$ cat src/rtl/text_console_writer.sv
// Character-stream writer for the 80x30 text framebuffer: places characters at a
// hardware cursor, handles LF/CR/BS/FF and wrap, and clears rows as they are entered.
module text_console_writer #(
    parameter int          COLS     = 80,
    parameter int          ROWS     = 30,
    parameter logic [31:0] BASE_ADR = 32'd160
) (
    input  logic        dclk,
    input  logic        clr,
    input  logic        in_valid,
    input  logic [7:0]  in_char,
    output logic        in_ready,
    output logic        mem_we,
    output logic [31:0] mem_adr,
    output logic [31:0] mem_wdata,
    output logic [3:0]  mem_be,
    output logic [6:0]  cursor_col,
    output logic [4:0]  cursor_row,
    output logic        busy
);

    localparam int WORDS_ROW = COLS / 4;
    localparam int WORDS_ALL = ROWS * WORDS_ROW;
    localparam int IDX_W     = $clog2(WORDS_ALL);

    localparam logic [31:0]      WROW32       = 32'(WORDS_ROW);
    localparam logic [IDX_W-1:0] LAST_ROW_IDX = IDX_W'(WORDS_ROW - 1);
    localparam logic [IDX_W-1:0] LAST_ALL_IDX = IDX_W'(WORDS_ALL - 1);
    localparam logic [6:0]       LAST_COL     = 7'(COLS - 1);
    localparam logic [4:0]       LAST_ROW     = 5'(ROWS - 1);
    localparam logic [31:0]      BLANKS       = 32'h2020_2020;

    typedef enum logic [1:0] {IDLE, WRITE, CLR_ROW, CLR_ALL} state_t;

    state_t           state;
    logic [IDX_W-1:0] idx;
    logic             row_pend;
    logic [6:0]       col_dec;
    logic [4:0]       row_next;

    assign in_ready = (state == IDLE);
    assign busy     = (state == CLR_ROW) || (state == CLR_ALL);
    assign col_dec  = cursor_col - 7'd1;
    assign row_next = (cursor_row == LAST_ROW) ? 5'd0 : cursor_row + 5'd1;

    function automatic logic [31:0] word_adr(input logic [31:0] word);
        return BASE_ADR + (word << 2);
    endfunction

    function automatic logic [31:0] row_word(input logic [4:0] r);
        return 32'(r) * WROW32;
    endfunction

    // row_pend remembers that a wrapping character still owes a row clear after its gap cycle
    always_ff @(posedge dclk or posedge clr) begin
        if (clr) begin
            state      <= CLR_ALL;
            idx        <= '0;
            row_pend   <= 1'b0;
            cursor_col <= 7'd0;
            cursor_row <= 5'd0;
            mem_we     <= 1'b0;
            mem_adr    <= 32'd0;
            mem_wdata  <= 32'd0;
            mem_be     <= 4'd0;
        end else begin
            mem_we <= 1'b0;
            unique case (state)
                IDLE: begin
                    if (in_valid) begin
                        if (in_char >= 8'h20 && in_char <= 8'h7E) begin
                            mem_we    <= 1'b1;
                            mem_adr   <= word_adr(row_word(cursor_row) + 32'(cursor_col[6:2]));
                            mem_wdata <= {4{in_char}};
                            mem_be    <= 4'b0001 << cursor_col[1:0];
                            state     <= WRITE;
                            if (cursor_col == LAST_COL) begin
                                cursor_col <= 7'd0;
                                cursor_row <= row_next;
                                row_pend   <= 1'b1;
                            end else begin
                                cursor_col <= cursor_col + 7'd1;
                                row_pend   <= 1'b0;
                            end
                        end else if (in_char == 8'h0A) begin
                            cursor_col <= 7'd0;
                            cursor_row <= row_next;
                            idx        <= '0;
                            state      <= CLR_ROW;
                        end else if (in_char == 8'h0D) begin
                            cursor_col <= 7'd0;
                        end else if (in_char == 8'h08) begin
                            if (cursor_col != 7'd0) begin
                                cursor_col <= col_dec;
                                mem_we     <= 1'b1;
                                mem_adr    <= word_adr(row_word(cursor_row) + 32'(col_dec[6:2]));
                                mem_wdata  <= BLANKS;
                                mem_be     <= 4'b0001 << col_dec[1:0];
                                row_pend   <= 1'b0;
                                state      <= WRITE;
                            end
                        end else if (in_char == 8'h0C) begin
                            cursor_col <= 7'd0;
                            cursor_row <= 5'd0;
                            idx        <= '0;
                            state      <= CLR_ALL;
                        end
                    end
                end
                WRITE: begin
                    idx      <= '0;
                    row_pend <= 1'b0;
                    state    <= row_pend ? CLR_ROW : IDLE;
                end
                CLR_ROW: begin
                    mem_we    <= 1'b1;
                    mem_adr   <= word_adr(row_word(cursor_row) + 32'(idx));
                    mem_wdata <= BLANKS;
                    mem_be    <= 4'hF;
                    if (idx == LAST_ROW_IDX) state <= IDLE;
                    else                     idx   <= idx + 1'b1;
                end
                CLR_ALL: begin
                    mem_we    <= 1'b1;
                    mem_adr   <= word_adr(32'(idx));
                    mem_wdata <= BLANKS;
                    mem_be    <= 4'hF;
                    if (idx == LAST_ALL_IDX) state <= IDLE;
                    else                     idx   <= idx + 1'b1;
                end
                default: state <= CLR_ALL;
            endcase
        end
    end

endmodule

$ cat config.mk
export PLATFORM = sky130hd
export DESIGN_NAME = text_console_writer
export DESIGN_NICKNAME = d
export VERILOG_FILES = /design/src/rtl/text_console_writer.sv
export SDC_FILE = /design/constraint.sdc
export NUM_CORES = 1
export LEC_CHECK = 0
export CAP_MARGIN = 20
export CORE_UTILIZATION = 47
export CTS_CLUSTER_SIZE = 24
export DETAILED_ROUTE_END_ITERATION = 8
export PLACE_DENSITY = 0.77
export SETUP_SLACK_MARGIN = 0.3
export SKIP_CTS_REPAIR_TIMING = 1
export SYNTH_ARGS = -nofsm -noshare
export SYNTH_HDL_FRONTEND = slang
export SYNTH_SLANG_ARGS = --single-unit
$ cat constraint.sdc
create_clock -name dclk -period 3.6 [get_ports dclk]
set_input_delay 0.72 -clock dclk [delete_from_list [all_inputs] [get_ports dclk]]
set_output_delay 0.72 -clock dclk [all_outputs]
set_load 0.01 [all_outputs]
==> summary.txt <==
status - finished, final reports clean
DP Wirelength - 8060 um
Worst Hold Launch - mem_adr[6]$_DFFE_PP0P_
num ports - 94
clk root buf - clkbuf_8
Top Metal Used - met4
Net Sw Frac - 32.89%
first-pass GRT wire length - 17840 um
die boundary height - 96.86 um
fin crit period - 3.190 ns
slew at the pin closest to its max-slew limit - 0.8626 ns
setup TNS - 0 ns
Layout Cells excl Fill - 681
Final ANT Viol Nets - 0
CTS tree - built
syn_area_per_cell - 8.325 sq um
met2 WL - 5258 um
Sequential cell area - 1257 sq um
vias per inst - 5.743
Inst Count DP - 659
WL per Instance - 15.93 um
total number of H-tree levels - 2
fin crit share - 88.62%
Psw - 0.5226 mW
Main synth FF type - dfrtp_1
pins over their slew limit - 0
clk_lat worst skew - 0.31 ns
fill count - 753
final worst setup slack - 0.4098 ns
nets@finish - 616
FF+latch count, synth - 50
routed wl met3 - 630 um
Post-Route WL - 10850 um
DP Worst Slack - 0.1652 ns
Hold Path Class - flop to flop
Pre-Repair DR Iteration Count - 5
EDFF count, synth - 0
sequential area share after synthesis - 29.64%
Min Hold Slack - 0.4859 ns
Peak VDD IR - 0.3116 mV
Syn. warnings - 0
Setup crit start kind - flop
Achievable Freq - 313.5 MHz
clock-pin slew of the registers on the worst-case setup and hold paths - 0.09 ns
initial antenna violation count - 0
leakage - 2.294 nW
die area - 9381 sq um
RSZ-0062 raised after global routing - false
r2r startpoint - cursor_row[1]$_DFFE_PP0P_
clock sinks - 50
Port Buf Inserts - 73
Ant. Diodes - 0
DRC Markers - 0
footprint of the multi-input gates - 2710 sq um
vias in the first global route - 3685
Area Growth Syn to Fin - 23.46%
Setup crit start - cursor_row[1]$_DFFE_PP0P_
DRT met1 WL - 4810 um
RePlAce Congestion - 0.8865
pwr dens - 304.3 nW/um^2
Post-synth ARST share - 100.0%
Crit Path Class - flop to flop
worst endpoint data arrival time - 3.38 ns
CP Capture Type - flop
grt ovf - 0
Crit Path Max Fanout - 3
WP data required - 3.79 ns
via count - 3911
row count - 34
Initial DRC Count - 210
core area - 8721 sq um
register share of total power - 41.6%
Initial Utilization - 48.49%
cell area after synthesis - 4229 sq um
Comb pwr share - 36.5%
Power Internal - 1.066 mW
Final setup viols - 0
clock power share - 21.9%
TritonCTS buffer count - 5
Die Width - 96.86 um
clock skew - 0.006675 ns
pin count of the biggest net entering global routing - 51
final hold violation count - 0
post-synthesis cell count - 508
Max clock buf depth - 2
GRT Overall Usage - 22.94%
Worst slew margin - 42.38%
share of post-route cells with drive strength above 1 - 14.14%
Yosys cell types - 68
Max-cap violations - 0
final cells by class:
type	count	share of cell area, %
multi-input cells	395	51.91
flip-flops and latches	50	24.08
repair buffers	105	18.60
well taps	108	2.588
clock buffers	7	1.653
inverters	15	1.078
clock inverters	1	0.09585
synthesized netlist by cell type (all sizes together) (4+ instances only):
cell    count  area share, %
and3        5           0.74
nand4       5           0.89
o21ai      56            6.9
buf        52            8.8
o31ai       8            1.4
dfrtp      48             28
a21oi      28            3.4
a21o        9            1.6
nor3        7           0.83
mux2i       8            1.9
nand2      51            4.5
nand2b      6           0.89
fa          4            1.9
nor2       44            3.9
xor2       10            2.1
a31oi       5           0.89
clkbuf     15            1.3
a211oi      7            1.2
nand3      16            2.0
inv        15            1.3
o211ai      4           0.71
xnor2      15            3.1
and2        5           0.74
ha         29            8.6
power by group through the flow:
stage	Combinational [mW]	Sequential [mW]	Clock [mW]
2_1_floorplan	0.310	0.695	0
3_3_place_gp	0.527	0.668	0
3_5_place_dp	0.539	0.671	0
4_1_cts	0.542	0.661	0.361
5_1_grt	0.634	0.670	0.382
6_report	0.581	0.661	0.348
routing by layer:
layer,track usage (%),up-vias
met5,0,-
met4,5.052,0
met1,30.77,1869
li1,-,1887
met3,3.035,16
met2,39.33,139
registers in the layout, summed over array words and instances, names as in the netlist:
register / cells
mem_adr: 12
idx: 10
mem_wdata: 8
cursor_col: 7
cursor_row: 5
mem_be: 4
state: 2
mem_we: 1
row_pend: 1
worst max-delay path, cell delays in order, from the launching register on:
cell and delay (ns):
dfrtp_2 0.42, ha_1 0.29, ha_2 0.20, fa_2 0.49
ha_4 0.29, o21ai_0 0.09, o21bai_1 0.23, a21oi_2 0.10
xor2_1 0.15, mux2i_2 0.22, nand4_1 0.15, xnor2_1 0.15
a221o_1 0.29
cells by family after synthesis:
family,synth area share [%]
XOR/XNOR,5.178
adder cells (fa/ha/maj),10.47
buffers and inverters,11.42
AND/OR/NAND/NOR,17.34
AO/OA/AOI/OAI,23.70
multiplexers,2.160
flip-flops,29.64
other,0.08867
per-stage QoR:
step	cell area [sq um]	util, %	total power [mW]
CTS	4991	57.23	1.564
finish	5221	59.87	1.589
floorplan	4335	-	1.005
global placement	4900	56.18	1.194
detailed placement	4900	56.18	1.209
global route	5221	59.87	1.685
worst paths after layout:
check | to | slack (ns) | depth (start not counted)
worst min-delay path | mem_adr[6]$_DFFE_PP0P_ | 0.49 | 2
worst max-delay path | mem_adr[12]$_DFFE_PP0P_ | 0.41 | 12
min in group asynchronous | mem_wdata[23]$_DFFE_PP0P_ | 0.91 | 3
worst min register to register | mem_adr[6]$_DFFE_PP0P_ | 0.49 | 2
max in group asynchronous | cursor_row[1]$_DFFE_PP0P_ | 2.20 | 3
worst max register to register | mem_adr[12]$_DFFE_PP0P_ | 0.41 | 12
layout by cell type, fill, tap and decap left out, drive strengths merged, types with 4 or more instances in the layout:
cell type	n
a211oi	7
xnor2	15
clkbuf	7
and3	5
buf	32
a31oi	5
a21oi	28
nand4	5
nand3	16
o31ai	8
conb	20
dfrtp	48
nor2	44
and2	5
ha	29
nor3	7
xor2	10
a21o	9
clkdlybuf4s50	73
nand2b	6
mux2i	8
o211ai	4
fa	4
nand2	51
o21ai	56
inv	15
Note: power is estimated with default switching activity, not from simulation.
